**config.mk**
```make
export PLATFORM = sky130hd
export DESIGN_NAME = hazard_stall_ctrl
export DESIGN_NICKNAME = d
export VERILOG_FILES = /design/src/rtl/hazard_stall_ctrl_pkg.sv /design/src/rtl/hazard_stall_ctrl_mul_cycle_counter.sv /design/src/rtl/hazard_stall_ctrl.sv
export SDC_FILE = /design/constraint.sdc
export NUM_CORES = 1
export LEC_CHECK = 0
export ABC_AREA = 1
export CAP_MARGIN = 30
export CELL_PAD_IN_SITES_DETAIL_PLACEMENT = 0
export CELL_PAD_IN_SITES_GLOBAL_PLACEMENT = 2
export CORE_ASPECT_RATIO = 1.25
export CORE_MARGIN = 2
export CORE_UTILIZATION = 25
export DETAILED_ROUTE_END_ITERATION = 8
export PLACE_DENSITY_LB_ADDON = 0.1
export SYNTH_ARGS = -nofsm -noshare
export SYNTH_HDL_FRONTEND = slang
export SYNTH_HIERARCHICAL = 1
export SYNTH_SLANG_ARGS = --single-unit
```
**constraint.sdc**
```tcl
create_clock -name clk -period 2.8 [get_ports clk]
set_input_delay 0.56 -clock clk [delete_from_list [all_inputs] [get_ports clk]]
set_output_delay 0.56 -clock clk [all_outputs]
set_load 0.05 [all_outputs]
```
**src/rtl/hazard_stall_ctrl_pkg.sv**
```systemverilog
// Shared types and constants for the pipeline hazard/stall controller.
// Control-word bit positions must track the decoder's ID/EX control layout.
package hazard_pkg;

    typedef enum logic {
        RUN      = 1'b0,
        MUL_BUSY = 1'b1
    } hazard_state_e;

    localparam int REG_WRITE_BIT = 0;
    localparam int MEM_READ_BIT  = 3;
    localparam int MUL_BIT       = 9;

    localparam logic [4:0] ZERO_REG = 5'd31;

    // X31 reads as zero, so a producer targeting it never creates a RAW hazard.
    function automatic logic src_hazard(input logic [4:0] rd,
                                        input logic [4:0] rs,
                                        input logic       used);
        return used && (rs == rd) && (rd != ZERO_REG);
    endfunction

endpackage

```
**src/rtl/hazard_stall_ctrl_mul_cycle_counter.sv**
```systemverilog
// 4-bit loadable down-counter that tracks the remaining multiply stall cycles.
// Load wins over hold; the count never wraps below zero.
module mul_cycle_counter (
    input  logic       clk,
    input  logic       reset,
    input  logic       load,
    input  logic [3:0] load_value,
    input  logic       hold,
    output logic [3:0] count,
    output logic       zero
);

    always_ff @(posedge clk) begin
        if (reset) begin
            count <= 4'd0;
        end else if (load) begin
            count <= load_value;
        end else if (!hold && (count != 4'd0)) begin
            count <= count - 4'd1;
        end
    end

    assign zero = (count == 4'd0);

endmodule

```
**src/rtl/hazard_stall_ctrl.sv**
```systemverilog
// Pipeline hazard/stall controller: load-use stalls, branch flushes,
// multi-cycle multiply occupancy of EX, memory-wait freezes and a stall counter.
module hazard_stall_ctrl
    import hazard_pkg::*;
#(
    parameter int MUL_CYCLES = 4,
    parameter int CTRL_W     = 14
) (
    input  logic              clk,
    input  logic              reset,
    input  logic [CTRL_W-1:0] ex_control,
    input  logic [4:0]        ex_rd,
    input  logic [4:0]        id_rs1,
    input  logic [4:0]        id_rs2,
    input  logic              id_use_rs1,
    input  logic              id_use_rs2,
    input  logic              branch_taken,
    input  logic              mem_wait,
    output logic              pc_en,
    output logic              if_id_en,
    output logic              if_id_flush,
    output logic              id_ex_en,
    output logic              id_ex_bubble,
    output logic              ex_mem_en,
    output logic              ex_mem_bubble,
    output logic              mul_busy,
    output logic [31:0]       stall_cycles
);

    // The entry cycle in RUN and the release cycle in MUL_BUSY account for two
    // of the MUL_CYCLES, so only the remainder is counted down.
    localparam logic [3:0] MUL_LOAD = 4'(MUL_CYCLES - 2);

    hazard_state_e state;
    hazard_state_e next_state;

    logic       mul_ex;
    logic       memrd_ex;
    logic       load_use;
    logic       cnt_load;
    logic       cnt_hold;
    logic       cnt_zero;
    logic [3:0] cnt;
    logic       unused_ctrl;

    assign mul_ex      = ex_control[MUL_BIT];
    assign memrd_ex    = ex_control[MEM_READ_BIT];
    assign load_use    = memrd_ex && (src_hazard(ex_rd, id_rs1, id_use_rs1) ||
                                      src_hazard(ex_rd, id_rs2, id_use_rs2));
    assign unused_ctrl = ^{ex_control, cnt};

    mul_cycle_counter u_mul_cnt (
        .clk        (clk),
        .reset      (reset),
        .load       (cnt_load),
        .load_value (MUL_LOAD),
        .hold       (cnt_hold),
        .count      (cnt),
        .zero       (cnt_zero)
    );

    always_ff @(posedge clk) begin
        if (reset) begin
            state <= RUN;
        end else begin
            state <= next_state;
        end
    end

    always_comb begin
        pc_en         = 1'b1;
        if_id_en      = 1'b1;
        if_id_flush   = 1'b0;
        id_ex_en      = 1'b1;
        id_ex_bubble  = 1'b0;
        ex_mem_en     = 1'b1;
        ex_mem_bubble = 1'b0;
        mul_busy      = 1'b0;
        cnt_load      = 1'b0;
        cnt_hold      = 1'b1;
        next_state    = state;

        if (!reset) begin
            unique case (state)
                RUN: begin
                    if (mem_wait) begin
                        pc_en     = 1'b0;
                        if_id_en  = 1'b0;
                        id_ex_en  = 1'b0;
                        ex_mem_en = 1'b0;
                    end else if (mul_ex) begin
                        pc_en         = 1'b0;
                        if_id_en      = 1'b0;
                        id_ex_en      = 1'b0;
                        ex_mem_bubble = 1'b1;
                        cnt_load      = 1'b1;
                        next_state    = MUL_BUSY;
                    end else if (branch_taken) begin
                        // The ID instruction is discarded, so its load-use hazard is moot.
                        if_id_flush  = 1'b1;
                        id_ex_bubble = 1'b1;
                    end else if (load_use) begin
                        pc_en        = 1'b0;
                        if_id_en     = 1'b0;
                        id_ex_bubble = 1'b1;
                    end
                end
                MUL_BUSY: begin
                    mul_busy = 1'b1;
                    if (mem_wait) begin
                        pc_en     = 1'b0;
                        if_id_en  = 1'b0;
                        id_ex_en  = 1'b0;
                        ex_mem_en = 1'b0;
                    end else if (!cnt_zero) begin
                        pc_en         = 1'b0;
                        if_id_en      = 1'b0;
                        id_ex_en      = 1'b0;
                        ex_mem_bubble = 1'b1;
                        cnt_hold      = 1'b0;
                    end else begin
                        next_state = RUN;
                    end
                end
                default: next_state = RUN;
            endcase
        end
    end

    always_ff @(posedge clk) begin
        if (reset) begin
            stall_cycles <= 32'd0;
        end else if (!pc_en && (stall_cycles != 32'hFFFF_FFFF)) begin
            stall_cycles <= stall_cycles + 32'd1;
        end
    end

endmodule

```
# Word-level counts from Yosys, hierarchy flattened
# Index checks and enable logic that the tools add are counted.
# W data, S select, Z words.
dict set report totals {
  ff_bits 37
  latch_bits 0
  ramBits 0
  romBits 0
  input_bits 35
  out_inout_bits 40
  elab_cells 67
  mem_count 0
}
dict set report op_classes {
  addsub 2
  mul 0
  n_div 0
  magnitude_cmp 0
  eq_ne 4
  shift 0
  mux 42
  bitwise 1
  n_reduce_logical 14
}
# operator count
set ops {}
lappend ops {{$mux W1} 36}
lappend ops {{$add A32 B1 Y32 const B} 1}
lappend ops {{$ne A32 B32 Y1 const B} 1}
lappend ops {{$eq A5 B5 Y1} 2}
lappend ops {{$pmux W1 S2} 4}
lappend ops {{$logic_and A1 B1 Y1} 7}
lappend ops {{$ne A5 B5 Y1 const B} 1}
lappend ops {{$logic_not A4 Y1} 1}
lappend ops {{$mux W2} 2}
lappend ops {{$reduce_bool A4 Y1} 1}
lappend ops {{$sub A4 B1 Y4 const B} 1}
lappend ops {{$logic_not A1 Y1} 2}
lappend ops {{$reduce_bool A2 Y1} 1}
lappend ops {{$reduce_or A2 Y1} 1}
lappend ops {{$logic_or A1 B1 Y1} 1}
lappend ops {{$not A1 Y1} 1}

# Logic depth before layout (Yosys ltp)
# Gate-level depths: netlist of run 1.
dict set report logic_depth {
  ltp_word 13
  depth_mapped 15
}

# Hierarchy
# Netlist of run 1, hierarchy kept.
# mod instances cells_each area_each_um2 seq_area_each_um2
set modules_own_cells {}
lappend modules_own_cells {hazard_stall_ctrl 1 425 2501.1 660.6}
lappend modules_own_cells {mul_cycle_counter 1 42 277.8 80.1}

# Least setup slack after synthesis of run 1
# Ideal clock, no wire load.
dict set report synth_timing {
  kind {reg2out}
  from {reg u_mul_cnt.count[0]}
  to {out pc_en}
  arrival_ns 2.372
  required_ns 2.240
  slack_ns -0.132
  path_stages_with_launch 13
  cell_sequence {dfxtp_1 inv_1 ha_1 nand3_2 inv_1 inv_1 nor2_1 nand2_1 nand3_1 nand2_2 buf_2 inv_1 buf_4}
}
dict set report synth_between {
  elab_chain_len 5
}
# element line
set synth_lines {}
lappend synth_lines {{start: declaration} hazard_stall_ctrl_mul_cycle_counter.sv:9} ;# output logic [3:0] count,
lappend synth_lines {{start signal: assignment} hazard_stall_ctrl_mul_cycle_counter.sv:17} ;# count <= load_value;
lappend synth_lines {{start signal: assignment} hazard_stall_ctrl_mul_cycle_counter.sv:19} ;# count <= count - 4'd1;
lappend synth_lines {{$logic_not A4 Y1} hazard_stall_ctrl_mul_cycle_counter.sv:23} ;# assign zero = (count == 4'd0);
lappend synth_lines {{via cnt_zero} hazard_stall_ctrl.sv:42} ;# logic cnt_zero;
lappend synth_lines {{$mux W1 (2 in a row)} n/a}
lappend synth_lines {{$pmux W1 S2} n/a}
lappend synth_lines {{$mux W1} n/a}
lappend synth_lines {{end: declaration} hazard_stall_ctrl.sv:19} ;# output logic pc_en,
# The timed path passes the listed nets, and every way through them passes these cells.

# Worst setup path after layout of run 1
dict set report layout_timing {
  from {in ex_rd[3]}
  to {out id_ex_bubble}
}
dict set report layout_between {
  elab_chain_len 11
}
# element line
set layout_lines {}
lappend layout_lines {{start: declaration} hazard_stall_ctrl.sv:12} ;# input logic [4:0] ex_rd,
lappend layout_lines {{$eq A5 B5 Y1} hazard_stall_ctrl_pkg.sv:20} ;# return used && (rs == rd) && (rd != ZERO_REG);
lappend layout_lines {{$logic_and A1 B1 Y1 (2 in a row)} hazard_stall_ctrl_pkg.sv:20}
lappend layout_lines {{$logic_or A1 B1 Y1 *} hazard_stall_ctrl.sv:48} ;# assign load_use = memrd_ex && (src_hazard(ex_rd, id_rs1, id_use_rs1) ||
lappend layout_lines {{$logic_and A1 B1 Y1 *} hazard_stall_ctrl.sv:48}
lappend layout_lines {{$mux W1 *} hazard_stall_ctrl.sv:102} ;# end else if (load_use) begin
lappend layout_lines {{$mux W1 *} hazard_stall_ctrl.sv:98} ;# end else if (branch_taken) begin
lappend layout_lines {{$mux W1 *} hazard_stall_ctrl.sv:91} ;# end else if (mul_ex) begin
lappend layout_lines {{$mux W1 *} hazard_stall_ctrl.sv:86} ;# if (mem_wait) begin
lappend layout_lines {{$mux W1 *} hazard_stall_ctrl.sv:84} ;# unique case (state)
lappend layout_lines {{$mux W1 *} hazard_stall_ctrl.sv:83} ;# if (!reset) begin
lappend layout_lines {{end: declaration} hazard_stall_ctrl.sv:23} ;# output logic id_ex_bubble,
# Mark *: on every way between the ends. The rest lies on a longest branch, timed or not.

==> reports/summary.txt, run 1 <==
Detail Route Antenna Nets = 0
Max VDD drop = 0.182 mV
Syn Inst Count = 467
Overflow after GRT = 0
First drt pass iteration count = 4
H-tree depth = 2
Vert. Die Dim = 122 um
TritonCTS Buffers = 5
Final WS setup = 122 ps
Final Core Density = 34.7%
Slew at the pin with the worst max-slew slack = 521 ps
Final setup vio count = 0
CP Class = primary input to primary output
RSZ-0062 raised after global routing = no
Required @ worst endpoint = 2240 ps
Remaining DRCs = 0
GPL Wtd Cong = 0.815
Hold depth = 2
Critical-path top delay cell = clkdlybuf4s50_1
Total clock sinks = 37
CTS max path bufs = 2
DP Worst Slack = 112 ps
Tcrit/Tclk final = 95.6%
Yosys warning count = 6
Hold EP = u_mul_cnt/count[3]
Clk_skew = 5.74 ps
Die width = 98.3 um
Syn_area_per_cell = 5.95 um2
GRT busiest layer = met2
CTS tree = done
Worst-path fanout max = 4
Max-cap check violation count = 0
Crit-path cells = clkdlybuf4s50_1 > inv_1 > nand2_1 > nand2_1 > nor2_1 > nand3_1 > nand2_1 > a21oi_1 > nor3_1 > buf_12
Number of core rows = 43
Minimum clock period after layout = 2680 ps
Synth-to-Final Area Change = 37.2%
Gr usage total = 15.4%
CP Buf/Inv Count = 3
Buffers on Ports = 62
Initial antenna violation count = 0
CP endpoint kind = primary output
Post-CTS Resized = 0
Vias in the first global route = 2894
Flop2flop setup slack = 710 ps
First-pass GRT wire length = 14700 um
Final-report max-slew violation count = 0
Worst r2r dst = stall_cycles[21]
Pin count of the biggest net entering global routing = 37
Root Driver = clkbuf_16
Register bit total from synthesis = 37
Final hold vios = 0
Via density = 4.43
Vias = 2959
Max incr delay on CP = 540 ps
Hold Path Origin = u_mul_cnt/count[3]
IO Pins = 75
Worst slew margin = 65.1%
Worst Setup Start Kind = primary input
Max Clk Rate = 373 MHz
Crit path DAT = 2120 ps
Most frequent cells in the layout = nand2_1 (161), nor2_1 (53), clkdlybuf4s50_1 (53)
Top delay family on crit path = buffers and inverters
DR WL/cell = 13.3 um
M3 GR Usage = 2.75%
Die ar. = 12000 um2
Core ar. = 11000 um2
WL final = 8880 um
Post-synthesis cell type count = 34
Reg clk slew, reported paths = 60 ps
Initial DRC Count = 87
Sequential area share after synthesis = 26.7%
Pleak = 1.47 nW
DP Wirelength = 6880 um
Hold Path Class = flop to flop
CP most frequent cell = nand2_1
Hold_buf cts = 0
ANT cells = 0
Met1 Usage GRT = 18.8%
Initial cell density of the core = 25.3%
Postcts setup bufs = 0
Reg2Reg Depth = 16
Synthesized area = 2780 um2
Setup TNS = 0 ps
Met2 Track Usage GR = 27.1%
Commonest non-fill, non-tap cell in the layout = nand2_1
R2r startpoint = u_mul_cnt/count[0]
PwrDens = 372 nW/um2
Layout cells sized above 1 = 10.5%
Layout Nets = 570
Worst-Skew Late Latency = 290 ps
Status = complete, no violations
cell usage after synthesis (all sizes together):
cell type	n	area, um2
a21oi	35	213
buf	10	67.6
clkbuf	4	15.0
clkinv	1	5.00
conb	2	7.51
dfxtp	37	741
ha	2	25.0
inv	53	199
nand2	167	662
nand3	52	270
nand3b	6	45.0
nand4	2	12.5
nor2	55	216
nor3	15	95.1
nor3b	1	7.51
nor4	1	6.26
o21a	1	7.51
o21ai	3	15.0
o22ai	1	6.26
o31ai	1	7.51
or2	1	6.26
xnor2	2	17.5
xor2	15	131
cell type report:
cell class / instances / area (um2)
Sequential cell: 37 / 741
Inverter: 54 / 204
Timing Repair Buffer: 71 / 776
Clock inverter: 2 / 35.0
Fill cell: 1245 / 7160
Clock buffer: 5 / 125
Multi-Input combinational cell: 364 / 1760
Tap cell: 135 / 169
worst register-to-register path, cell delays in order, from the launching register on:
cell and delay [ps]:
dfxtp_1 350, inv_1 80, ha_1 240, nand3_2 120
inv_1 50, inv_1 60, nor2_1 50, nand2_1 90
nand2_1 60, nor2_1 80, nand3_1 90, nand2_2 100
buf_4 230, nand2_4 90, buf_12 160, nand2_1 70
a21oi_1 50
logic make-up after synthesis:
group                      count (synthesis)  share of synthesized area (%)
and+or+nand+nor                          300                           47.5
AOI/OAI and AO/OA                         41                           8.96
buffers and inverters                     68                           10.3
other                                      2                          0.270
DFF                                       37                           26.7
adders and majority gates                  2                          0.900
xor gates and xnor gates                  17                           5.36
sequential cells by signal, summed over array words and instances, names as in the netlist:
name             count
state                1
stall_cycles        32
u_mul_cnt/count      4
worst max path at each step:
stage / startpoint / end / slack, ps / depth (start not counted)
2_1_floorplan: u_mul_cnt/count[0] / pc_en / 80 / 12
3_3_place_gp: ex_rd[3] / id_ex_bubble / 100 / 10
3_5_place_dp: ex_rd[3] / id_ex_bubble / 110 / 10
4_1_cts: ex_rd[3] / id_ex_bubble / 100 / 10
5_1_grt: ex_rd[3] / id_ex_bubble / 0.7 / 10
6_report: ex_rd[3] / id_ex_bubble / 120 / 10
routing by layer:
metal,vias to the layer above,share of wire (%)
met5,-,0
met4,0,2.4
met3,10,4.5
met2,67,49
met1,1288,44
li1,1594,-
through the flow:
step           instance area [um2]  hold WS [ps]  instances  power (W)
2_1_floorplan                 2790           462        469   0.000690
3_3_place_gp                  3650           480        661   0.000792
3_5_place_dp                  3650           483        661   0.000792
4_1_cts                       3810           494        668    0.00145
5_1_grt                       3810           523        668    0.00149
6_report                      3810           491        668    0.00142
power breakdown:
| group | total (W) | leakage (nW) | internal, W | switching (W) |
|---|---|---|---|---|
| clock | 0.000642 | 0.0797 | 0.000414 | 0.000228 |
| sequential | 0.000541 | 0.299 | 0.000533 | 0.00000784 |
| combinational | 0.000236 | 1.09 | 0.000100 | 0.000136 |
| total | 0.00142 | 1.47 | 0.00105 | 0.000372 |
Note: power is estimated with default switching activity, not from simulation.
==> run 2: changes to the inputs <==
- clock period: 2.8 -> 2.9 ns (I/O delays scaled with it)
==> run 2 against run 1 <==
Against the previous run: critical path depth stayed put; largest power group unchanged; core utilization is 0.30 points lower; flip-flop and latch count unchanged; worst setup slack better by 68 ps.
==> reports/summary.txt, run 2 (same netlist as run 1, synthesis figures left out) <==
Total Power = 0.00140 W
Worst-path fanout max = 4
Clk_skew = 3.84 ps
CP endpoint kind = primary output
Minimum clock period after layout = 2710 ps
Most frequent cells in the layout = nand2_1 (161), clkdlybuf4s50_1 (54), nor2_1 (53)
RSZ-0062 raised after global routing = no
Non-Filler Instances = 666
Buffers on Ports = 62
Layout cells sized above 1 = 9.79%
Clk network pwr share = 47.0%
Final setup vio count = 0
Tcrit/Tclk final = 93.5%
Top flop regs = stall_cycles: 32 flops, u_mul_cnt/count: 4 flops, state: 1 flops
Max VDD drop = 0.188 mV
Core ar. = 11000 um2
Vias = 2965
Total clock sinks = 37
First drt pass iteration count = 6
Pleak = 1.45 nW
Worst r2r dst = stall_cycles[6]
Root Driver = clkbuf_16
Die ar. = 12000 um2
Via density = 4.45
DP Cell Count = 658
Initial DRC Count = 119
Vias in the first global route = 2887
Initial antenna violation count = 0
Hold_buf cts = 0
Required @ worst endpoint = 2320 ps
DR WL/cell = 13.8 um
Worst hold margin = 502 ps
Pin count of the biggest net entering global routing = 36
Final-report max-slew violation count = 0
Worst-Skew Late Latency = 290 ps
Flop2flop setup slack = 630 ps
CTS max path bufs = 2
Final WS setup = 190 ps
Hold Path Origin = stall_cycles[5]
Max-cap check violation count = 0
Commonest non-fill, non-tap cell in the layout = nand2_1
R2r startpoint = stall_cycles[0]
Sequential power share = 37.4%
Overflow after GRT = 0
GPL Wtd Cong = 0.822
CTS tree = done
Comb pwr share = 15.6%
Layout Nets = 567
Postcts setup bufs = 0
Largest Register = stall_cycles
CP Class = primary input to primary output
Slew at the pin with the worst max-slew slack = 523 ps
Post-CTS Resized = 0
Max FFs per register = 32
Reg clk slew, reported paths = 60 ps
Int Pwr = 0.00103 W
TritonCTS Buffers = 5
ANT cells = 0
IO Pins = 75
Detail Route Antenna Nets = 0
H-tree depth = 2
Setup TNS = 0 ps
Vert. Die Dim = 122 um
P_sw = 0.000365 W
First-pass GRT wire length = 14800 um
Number of core rows = 43
Reg2Reg Depth = 9
Initial cell density of the core = 25.3%
Switching share of power = 26.1%
Worst Setup Start Kind = primary input
Synth-to-Final Area Change = 36.1%
Status = complete, no violations
Hold Path Class = flop to flop
PwrDens = 370 nW/um2
Max Clk Rate = 369 MHz
Worst slew margin = 65.0%
DP Worst Slack = 172 ps
Hold depth = 2
Final hold vios = 0
Remaining DRCs = 0
WL final = 9170 um
Hold EP = stall_cycles[5]
DP Wirelength = 6940 um
Gr usage total = 15.7%
Die width = 98.3 um
Crit path DAT = 2130 ps
## run 2: cell count changes in the layout (fill, tap and decap cells not counted)
| cell | previous run | this run |
|---|---|---|
| clkbuf_1 | 0 | 1 |
| clkbuf_8 | 0 | 1 |
| buf_4 | 8 | 6 |
| clkdlybuf4s50_1 | 53 | 54 |
| clkinv_2 | 2 | 1 |
| buf_12 | 9 | 7 |
## run 2: worst max-delay path by stage
stage,to,from,depth (start not counted)
floorplan,pc_en,u_mul_cnt/count[0],12
CTS,id_ex_bubble,ex_rd[3],10
finish,id_ex_bubble,ex_rd[3],10
global route,id_ex_bubble,ex_rd[3],10
detailed placement,id_ex_bubble,ex_rd[3],10
global placement,id_ex_bubble,ex_rd[3],10
## run 2: worst max-delay path, cell delays in order
cell and delay (ps):
clkdlybuf4s50_1 540, inv_1 70, nand2_1 60, nand2_1 50, nor2_1 130, nand3_1 80, nand2_1 100, a21oi_1 70
nor3_1 270, buf_12 180
## run 2: cell type report
class	count	area, um2
fillers	1241	7190
multi-input cells	364	1760
clock inverters	1	30.0
clock buffers	7	143
repair buffers	68	731
inverters	54	204
flip-flops and latches	37	741
well taps	135	169
## run 2: per-stage QoR
step | instance area (um2) | util (%)
4_1_cts | 3780 | 34.5
2_1_floorplan | 2790 | -
5_1_grt | 3780 | 34.5
6_report | 3780 | 34.5
3_3_place_gp | 3610 | 32.9
3_5_place_dp | 3610 | 32.9
## run 2: power groups by stage
stage | Sequential, W | Combinational (W) | Clock, W
6_report | 0.000523 | 0.000218 | 0.000657
5_1_grt | 0.000524 | 0.000239 | 0.000695
4_1_cts | 0.000523 | 0.000221 | 0.000679
3_5_place_dp | 0.000534 | 0.000220 | 0
3_3_place_gp | 0.000534 | 0.000220 | 0
2_1_floorplan | 0.000540 | 0.000126 | 0
## run 2: routing by layer
layer / vias up / share of wire (%) / GRT usage [%]
met5: - / 0 / 0
met4: 0 / 1.9 / 5.82
met3: 9 / 3.5 / 2.35
met2: 58 / 49 / 27.9
met1: 1307 / 46 / 19.2
li1: 1591 / - / -
